<file path="config.mk">
export PLATFORM = sky130hd
export DESIGN_NAME = alu_exec_mc_flat
export DESIGN_NICKNAME = d
export VERILOG_FILES = /design/src/rtl/alu_exec_if.sv /design/src/rtl/alu_exec_mc.sv /design/src/flat_wrapper.sv
export SDC_FILE = /design/constraint.sdc
export NUM_CORES = 1
export LEC_CHECK = 0
export CORE_MARGIN = 2
export CORE_UTILIZATION = 50
export DETAILED_ROUTE_END_ITERATION = 10
export GPL_TIMING_DRIVEN = 0
export PLACE_DENSITY = 0.72
export SLEW_MARGIN = 15
export SYNTH_ARGS = -nofsm -noshare
export SYNTH_HDL_FRONTEND = slang
export SYNTH_SLANG_ARGS = --single-unit
</file>
<file path="constraint.sdc">
create_clock -name clk -period 3.3 [get_ports clk]
set_input_delay 0.495 -clock clk [delete_from_list [all_inputs] [get_ports clk]]
set_output_delay 0.495 -clock clk [all_outputs]
set_load 0.01 [all_outputs]
</file>
<file path="src/rtl/alu_exec_if.sv">
// Operand/result handshake bundle for the multi-cycle execute unit.
// A transfer happens on a rising edge where valid & ready are both high; the
// producer holds its payload stable while valid is high and ready is low.
interface alu_exec_if #(
  parameter int XLEN = 32
);
  logic            flush;
  logic            in_valid;
  logic            in_ready;
  logic [3:0]      alu_ctl;
  logic [XLEN-1:0] a;
  logic [XLEN-1:0] b;
  logic            out_valid;
  logic            out_ready;
  logic [XLEN-1:0] result;
  logic            zero;

  modport master (
    output flush, in_valid, alu_ctl, a, b, out_ready,
    input  in_ready, out_valid, result, zero
  );

  modport slave (
    input  flush, in_valid, alu_ctl, a, b, out_ready,
    output in_ready, out_valid, result, zero
  );
endinterface

</file>
<file path="src/rtl/alu_exec_mc.sv">
// rv32e EX-stage ALU: single-cycle arithmetic/logic/compare, iterative
// 1-bit-per-cycle shifter for SLL/SRL/SRA, ready/valid on both sides.
module alu_exec_mc #(
  parameter int XLEN    = 32,
  parameter int SHAMT_W = $clog2(XLEN)
) (
  input  logic       clk,
  input  logic       rst,
  alu_exec_if.slave  bus,
  output logic [1:0] dbg_state
);

  localparam logic [3:0] OP_AND   = 4'b0000;
  localparam logic [3:0] OP_OR    = 4'b0111;
  localparam logic [3:0] OP_XOR   = 4'b0100;
  localparam logic [3:0] OP_ADD   = 4'b0010;
  localparam logic [3:0] OP_SUB   = 4'b0110;
  localparam logic [3:0] OP_SLT   = 4'b1010;
  localparam logic [3:0] OP_SLTU  = 4'b0011;
  localparam logic [3:0] OP_SLL   = 4'b0001;
  localparam logic [3:0] OP_SRL   = 4'b0101;
  localparam logic [3:0] OP_SRA   = 4'b1101;
  localparam logic [3:0] OP_COPYB = 4'b1000;
  localparam logic [3:0] OP_COPYB2 = 4'b1111;

  typedef enum logic [1:0] {
    ST_IDLE  = 2'd0,
    ST_SHIFT = 2'd1,
    ST_DONE  = 2'd2
  } state_t;

  state_t              state;
  logic                out_valid_q;
  logic                zero_q;
  logic [XLEN-1:0]     result_q;
  logic [XLEN-1:0]     sh_val;
  logic [XLEN-1:0]     sh_next;
  logic [SHAMT_W-1:0]  sh_cnt;
  logic                sh_left;
  logic                sh_arith;

  logic [XLEN-1:0]     alu_res;
  logic [SHAMT_W-1:0]  shamt;
  logic                is_shift;
  logic                slt_bit;
  logic                sltu_bit;
  logic                in_ready;
  logic                accept;

  assign shamt    = bus.b[SHAMT_W-1:0];
  assign slt_bit  = $signed(bus.a) < $signed(bus.b);
  assign sltu_bit = bus.a < bus.b;
  assign in_ready = (state == ST_IDLE) | ((state == ST_DONE) & bus.out_ready);
  assign accept   = bus.in_valid & in_ready & ~bus.flush;

  // Shift opcodes return a unchanged here; that is the shamt==0 result.
  always_comb begin
    alu_res  = '0;
    is_shift = 1'b0;
    case (bus.alu_ctl)
      OP_AND:    alu_res = bus.a & bus.b;
      OP_OR:     alu_res = bus.a | bus.b;
      OP_XOR:    alu_res = bus.a ^ bus.b;
      OP_ADD:    alu_res = bus.a + bus.b;
      OP_SUB:    alu_res = bus.a - bus.b;
      OP_SLT:    alu_res = {{(XLEN-1){1'b0}}, slt_bit};
      OP_SLTU:   alu_res = {{(XLEN-1){1'b0}}, sltu_bit};
      OP_SLL, OP_SRL, OP_SRA: begin
        is_shift = 1'b1;
        alu_res  = bus.a;
      end
      OP_COPYB, OP_COPYB2: alu_res = bus.b;
      default:   alu_res = '0;
    endcase
  end

  always_comb begin
    sh_next = sh_val;
    if (sh_left) sh_next = {sh_val[XLEN-2:0], 1'b0};
    else         sh_next = {sh_arith & sh_val[XLEN-1], sh_val[XLEN-1:1]};
  end

  // result/zero only update on entry to DONE, so partial shifts never show.
  always_ff @(posedge clk or posedge rst) begin
    if (rst) begin
      state       <= ST_IDLE;
      out_valid_q <= 1'b0;
      result_q    <= '0;
      zero_q      <= 1'b0;
      sh_val      <= '0;
      sh_cnt      <= '0;
      sh_left     <= 1'b0;
      sh_arith    <= 1'b0;
    end else if (bus.flush) begin
      state       <= ST_IDLE;
      out_valid_q <= 1'b0;
    end else if (state == ST_SHIFT) begin
      sh_val <= sh_next;
      sh_cnt <= sh_cnt - SHAMT_W'(1);
      if (sh_cnt == SHAMT_W'(1)) begin
        state       <= ST_DONE;
        out_valid_q <= 1'b1;
        result_q    <= sh_next;
        zero_q      <= (sh_next == '0);
      end
    end else if (accept) begin
      if (is_shift && (shamt != '0)) begin
        state       <= ST_SHIFT;
        out_valid_q <= 1'b0;
        sh_val      <= bus.a;
        sh_cnt      <= shamt;
        sh_left     <= (bus.alu_ctl == OP_SLL);
        sh_arith    <= (bus.alu_ctl == OP_SRA);
      end else begin
        state       <= ST_DONE;
        out_valid_q <= 1'b1;
        result_q    <= alu_res;
        zero_q      <= (alu_res == '0);
      end
    end else if ((state == ST_DONE) && bus.out_ready) begin
      state       <= ST_IDLE;
      out_valid_q <= 1'b0;
    end
  end

  assign bus.in_ready  = in_ready;
  assign bus.out_valid = out_valid_q;
  assign bus.result    = result_q;
  assign bus.zero      = zero_q;
  assign dbg_state     = state;

endmodule

</file>
<file path="src/flat_wrapper.sv">
// flat-port wrapper written by rule: the top's interface ports become plain ports
module alu_exec_mc_flat 
#(
  parameter int XLEN    = 32,
  parameter int SHAMT_W = $clog2(XLEN)
)
  (clk, rst, dbg_state, bus_flush, bus_in_valid, bus_alu_ctl, bus_a, bus_b, bus_out_ready, bus_in_ready, bus_out_valid, bus_result, bus_zero);
  alu_exec_if #(.XLEN(XLEN)) bus_i ();
  input  logic clk;
  input  logic rst;
  output logic [1:0] dbg_state;
  input wire logic [$bits(bus_i.flush)-1:0] bus_flush;
  input wire logic [$bits(bus_i.in_valid)-1:0] bus_in_valid;
  input wire logic [$bits(bus_i.alu_ctl)-1:0] bus_alu_ctl;
  input wire logic [$bits(bus_i.a)-1:0] bus_a;
  input wire logic [$bits(bus_i.b)-1:0] bus_b;
  input wire logic [$bits(bus_i.out_ready)-1:0] bus_out_ready;
  output wire logic [$bits(bus_i.in_ready)-1:0] bus_in_ready;
  output wire logic [$bits(bus_i.out_valid)-1:0] bus_out_valid;
  output wire logic [$bits(bus_i.result)-1:0] bus_result;
  output wire logic [$bits(bus_i.zero)-1:0] bus_zero;
  assign bus_i.flush = bus_flush;
  assign bus_i.in_valid = bus_in_valid;
  assign bus_i.alu_ctl = bus_alu_ctl;
  assign bus_i.a = bus_a;
  assign bus_i.b = bus_b;
  assign bus_i.out_ready = bus_out_ready;
  assign bus_in_ready = bus_i.in_ready;
  assign bus_out_valid = bus_i.out_valid;
  assign bus_result = bus_i.result;
  assign bus_zero = bus_i.zero;
  alu_exec_mc #(.XLEN(XLEN), .SHAMT_W(SHAMT_W)) u_core (.clk(clk), .rst(rst), .bus(bus_i), .dbg_state(dbg_state));
endmodule
</file>
## After elaboration in Yosys (flattened, before gate mapping)

Index checks and enable logic that the tools add are counted.

| word-level totals | value |
|---|---|
| bits in registers | 75 |
| input port bits | 73 |
| output and inout bits | 37 |
| word-level logic and storage cells | 85 |

| operators by class | value |
|---|---|
| add/sub/neg operators | 3 |
| $lt $le $gt $ge | 2 |
| equality and inequality tests | 17 |
| mux-type cells | 29 |
| bitwise gates (word level) | 10 |
| reductions and logical operators | 16 |

Operators with widths:

| cell | count |
|---|---|
| 32-bit one-hot mux with 9 select lines | 1 |
| 32-bit 2-to-1 mux | 8 |
| 32-bit zero test | 2 |
| 32-bit less-than comparator | 2 |
| 32-bit adder | 1 |
| 32-bit AND | 1 |
| 32-bit bitwise OR | 1 |
| 32-bit subtractor | 1 |
| 32-bit bitwise XOR | 1 |
| 4-bit by 3-bit equality test with 1-bit output, second input constant | 4 |
| 4-bit equality test, second input constant | 4 |
| 5-bit 2-to-1 mux | 3 |
| 2-bit 2-to-1 mux | 6 |
| 1-bit 2-to-1 mux | 11 |
| 4-bit by 2-bit equality test with 1-bit output, second input constant | 2 |
| 4-bit AND reduction | 2 |
| 5-bit by 1-bit equality test with 1-bit output, second input constant | 1 |
| 5-bit nonzero test | 1 |
| 5-bit by 1-bit subtractor with 5-bit output, second input constant | 1 |
| 1-bit AND | 4 |
| 4-bit by 1-bit equality test with 1-bit output, second input constant | 1 |
| 4-bit zero test | 1 |
| 2-bit nonzero test | 2 |
| 4-bit nonzero test | 1 |
| 13 further kinds | 15 |

## Depth between registers and ports, before layout

| logic depth | value |
|---|---|
| depth in word-level cells | 8 |
| depth in mapped cells | 14 |

## Worst setup path after synthesis

OpenSTA, ideal clock, no wires.

| timing path | value |
|---|---|
| path kind | input port to flip-flop |
| from | in bus_b[0] |
| to | reg u_core.zero_q, in the netlist u_core.bus.zero |
| data arrival time | 3.507 ns |
| setup slack | -0.299 ns |
| cell stages on the path | 13 |
| cell sequence | ha_1 inv_1 fa_1 nand2b_1 a211oi_1 o41ai_1 o31a_1 o21a_1 o31a_1 a21oi_1 mux2i_1 or4b_1 o31ai_2 |

| on the way | value |
|---|---|
| word-level cells in the longest chain between the ends | 6 |
| elaborated cells between the ends (all ways) | 16 |
| classes of those cells | add/sub (2); order compare (2); eq/ne (1); mux (4); bitwise (3); reduce/logical (4) |

RTL lines:

| element | line | text |
|---|---|---|
| from (decl) | flat_wrapper.sv:16 | `input wire logic [$bits(bus_i.b)-1:0] bus_b;` |
| 32-bit subtractor, or another cell as far along | alu_exec_mc.sv:65 | `OP_SUB: alu_res = bus.a - bus.b;` |
| 32-bit one-hot mux with 9 select lines | alu_exec_mc.sv:60 | `case (bus.alu_ctl)` |
| 32-bit zero test | alu_exec_mc.sv:118 | `zero_q <= (alu_res == '0);` |
| 1-bit 2-to-1 mux | alu_exec_mc.sv:107 | `if (is_shift && (shamt != '0)) begin` |
| 1-bit 2-to-1 mux | alu_exec_mc.sv:106 | `end else if (accept) begin` |
| 1-bit 2-to-1 mux | alu_exec_mc.sv:97 | `end else if (state == ST_SHIFT) begin` |
| to (signal assigned) | alu_exec_mc.sv:104 | `zero_q <= (sh_next == '0);` |
| to (signal assigned) | alu_exec_mc.sv:118 |  |
| to (decl) | alu_exec_mc.sv:34 | `logic zero_q;` |

Several ways; a longest one is shown, not always the timed one. The select of a mux whose other input is x is not followed.
A chain may end at the register's enable or synchronous reset.

## Worst setup path after layout

| timing path | value |
|---|---|
| from | in bus_a[0] |
| to | reg u_core.result_q[26], in the netlist u_core.bus.result[26] |

| on the way | value |
|---|---|
| word-level cells in the longest chain between the ends | 5 |
| elaborated cells between the ends (all ways) | 6 |
| classes of those cells | add/sub (2); mux (4) |

RTL lines:

| element | line | text |
|---|---|---|
| from (decl) | flat_wrapper.sv:15 | `input wire logic [$bits(bus_i.a)-1:0] bus_a;` |
| 32-bit subtractor or 32-bit adder (tied branches) | alu_exec_mc.sv:65, alu_exec_mc.sv:64 |  |
| 32-bit one-hot mux with 9 select lines * | alu_exec_mc.sv:60 |  |
| 32-bit 2-to-1 mux * | alu_exec_mc.sv:107 |  |
| 32-bit 2-to-1 mux * | alu_exec_mc.sv:106 |  |
| 32-bit 2-to-1 mux * | alu_exec_mc.sv:97 |  |
| to (signal assigned) | alu_exec_mc.sv:103 | `result_q <= sh_next;` |
| to (signal assigned) | alu_exec_mc.sv:117 | `result_q <= alu_res;` |
| to (decl) | alu_exec_mc.sv:35 | `logic [XLEN-1:0] result_q;` |

Every way passes the cells marked *; elsewhere a longest branch is shown, timed or not. The select of a mux whose other input is x is not followed.

==> flow_summary.ini <==
[sta]
max_clock_freq_mhz = 278
timing.final.ws_setup_ns = -0.296
fin_crit_ns = 3.60
finalSetupViolCount = 5
rsz0062_at_grt = true
period_share_pct = 109
drv_slew = 0
hold_viol = 0
hold_ws_ns = 0.462
fin_worst_skew_ns = 0.00940
maxSlewHeadroom_pct = 44.6
worst_slew_pin_slew_ns = 0.831

[synthesis]
synth_warnings = 0
synth_area_per_cell_um2 = 7.19
synth_seq_area_share_pct = 18.2
syn_nets = 1602
synth_flop_cell = dfrtp_1
synth_edf_count = 0
syn_area_um2 = 10200
ys_ff_latch = 74
synthArstFlopShare_pct = 100
ys_types = 86
syn_inst = 1417

[floorplanning]
rows = 52
boundaryPins = 110
dieArea_um2 = 21500
initial_core_util_pct = 50.7
die_y_um = 147
die_w_um = 147
core-area_um2 = 20100

[finish]
fill_cells = 1765
nets = 1775
final_core_util_pct = 68.1
final_cell_mix = 172 x nand2_1, 141 x o21ai_0, 96 x nor2_1
multi_input_area_um2 = 8830
area_growth_pct = 34.5
seq_area_um2 = 1850
layout_commonest_cell = nand2_1
antennaDiodeCount = 0
drive_gt1_share_pct = 23.7

[critical_path]
crit_type = input port to flop
reg2reg_to = u_core.bus.zero$_DFFE_PP0P_
critPathSlowestCell = a2111oi_4
setup.worst_path.start_class = input port
timing.rr.start = u_core.dbg_state[1]$_DFFE_PP0P_
worstPathRequired_ns = 3.51
setup.worst_path.start = bus_a[0]
worstPathCellList = buf_12 -> inv_4 -> ha_4 -> fa_2 -> nor2_4 -> o311ai_4 -> a2111oi_4 -> a22oi_2 -> o211ai_4 -> buf_6 -> a211oi_2 -> o311ai_2 -> o311ai_4 -> buf_4 -> buf_4 -> o21ai_2 -> o21ai_1
critPathMaxFanout = 5
crit_path_end_kind = flop
critPathMaxStageDelay_ns = 0.43
cp.arrival_ns = 3.81
reg2reg_depth = 12
crit_end = u_core.bus.result[26]$_DFFE_PP0P_
regToRegSetupSlack_ns = 0.10

[placement]
place.gp.congestion = 1.07
port_buffers = 107
dp_hpwl_um = 35500

[drt]
drtIter0Drc = 1495
totalWireLength_um = 46800
wire_per_inst_um = 25.1
dr_total_vias = 12800
firstDrtPassIters = 6
ant_nets = 0
via_per_inst = 6.85
drc = 0

[power]
p_leak_nw = 5.69
p_clk_share_pct = 19.8
power_mw = 4.91
combinationalPowerShare_pct = 52.3
p_int_mw = 2.83
power_density_nw_per_um2 = 358
p_switching_mw = 2.08
ir_drop_mv = 0.285
sequentialPowerShare_pct = 27.9
power.share.switching_pct = 42.4

[global_routing]
grt_pass1_vias = 12100
grt_max_degree = 47
grt_pass1_wl_um = 70400
overflow = 0
grtUsageTotal_pct = 42.1
antenna_found_initial = 0

[clocking]
clk_pin_slew_ns = 0.06
cts_buffers = 9
h-tree-depth = 3
clock-sinks = 74
postCtsHoldBufs = 0
clk_latency_ns = 0.34
cts_tree = done
clk_path_buf_depth = 2
root_buffer = clkbuf_16

[outcome]
status = finished with violations
violations = setup timing

[min_path]
worstHoldPathType = flop to flop

[flow_run]
cap_violations = 0
registers in the layout, indices dropped and copies added (netlist names):
register / cells
u_core.bus.result: 32
u_core.bus.zero: 1
u_core.sh_val: 32
u_core.dbg_state: 2
u_core.sh_left: 1
u_core.sh_arith: 1
u_core.sh_cnt: 5
Yosys cell counts, types with 10 or more instances:
master | count | area [um^2]
nand2_1 | 178 | 668
o21ai_0 | 159 | 796
ha_1 | 110 | 1380
nor2_1 | 103 | 387
a21oi_1 | 101 | 505
inv_1 | 97 | 364
dfrtp_1 | 74 | 1850
clkbuf_1 | 70 | 263
nor3_1 | 36 | 180
mux2i_1 | 31 | 310
nand3_1 | 27 | 135
nor4_1 | 22 | 138
a211oi_1 | 21 | 158
nand2b_1 | 20 | 125
o31ai_1 | 20 | 150
a21o_1 | 19 | 143
nand4_1 | 19 | 119
buf_2 | 15 | 75.1
a221oi_1 | 14 | 123
nor2b_1 | 14 | 87.6
o211ai_1 | 13 | 97.6
o21a_1 | 13 | 97.6
o2111ai_1 | 11 | 96.3
a211o_1 | 10 | 87.6
a22oi_1 | 10 | 75.1
and3_1 | 10 | 62.6
cell type report:
cell class / count / area share, %
repair buffers: 167 / 10.8
multi-input cells: 1154 / 64.4
clock inverters: 5 / 0.402
inverters: 97 / 2.80
well taps: 270 / 2.47
flip-flops and latches: 74 / 13.5
plain buffers: 87 / 3.88
clock buffers: 10 / 1.74
routing by layer:
layer  vias to the layer above  GRT usage (%)  wire length, um
li1                       5569              -                -
met1                      6013           54.1            17700
met2                       927           67.0            20600
met3                       266           8.88             5530
met4                         2           20.7             2940
met5                         -           1.59               49
worst max-delay path: cells and delay by family:
family	cells	cell delay [ns]
AOI/OAI and AO/OA	9	2.02
and+or+nand+nor	1	0.14
adders and majority gates	2	0.55
buffers and inverters	5	0.59
power groups by stage:
stage                     clock network, mW  logic (mW)  registers (mW)
after floorplan                           0        1.22            1.36
after global placement                    0        2.06            1.36
after detailed placement                  0        2.10            1.37
after CTS                             0.975        2.36            1.36
after global routing                   1.01        2.73            1.40
final                                 0.973        2.57            1.37
how the worst min path moves through the flow:
stage	slack [ns]	startpoint	end	depth (start not counted)
after detailed placement	0.46	u_core.bus.result[24]$_DFFE_PP0P_	u_core.bus.result[24]$_DFFE_PP0P_	2
after floorplan	0.45	u_core.sh_arith$_DFFE_PP0P_	u_core.sh_arith$_DFFE_PP0P_	2
after global routing	0.50	u_core.bus.result[11]$_DFFE_PP0P_	u_core.bus.result[11]$_DFFE_PP0P_	2
after global placement	0.45	u_core.bus.result[9]$_DFFE_PP0P_	u_core.bus.result[9]$_DFFE_PP0P_	2
final	0.46	u_core.bus.result[24]$_DFFE_PP0P_	u_core.bus.result[24]$_DFFE_PP0P_	2
after CTS	0.47	u_core.bus.result[24]$_DFFE_PP0P_	u_core.bus.result[24]$_DFFE_PP0P_	2
stage by stage:
stage               cell area, um^2  instances  worst slack, ns  setup TNS (ns)
detailed placement            11800       1798            -1.90          -45.77
global placement              11700       1794            -1.85          -67.68
finish                        13700       1864           -0.296           -1.07
CTS                           13300       1848           -0.332          -0.792
floorplan                     10300       1417          -0.0826          -0.150
global route                  13700       1864           -0.367           -1.63
kinds of logic (layout without fill, tap and decap cells):
| logic type | Yosys count | after routing | synth area share, % |
|---|---|---|---|
| AO/OA/AOI/OAI | 519 | 519 | 33.9 |
| XOR/XNOR | 4 | 4 | 0.344 |
| adder cells (fa/ha/maj) | 112 | 112 | 13.9 |
| buffers and inverters | 189 | 366 | 7.26 |
| flip-flops | 74 | 74 | 18.2 |
| multiplexers | 36 | 36 | 3.60 |
| AND/OR/NAND/NOR | 483 | 483 | 22.8 |
repair_timing:
action,4_1_cts,5_1_grt
pin swaps,48,40
endpoints found under the hold margin,0,0
gates cloned,0,0
gates resized for setup,370,139
buffers inserted,39,17
setup endpoints to repair,33,37
Power figures use the tool's default switching activity.
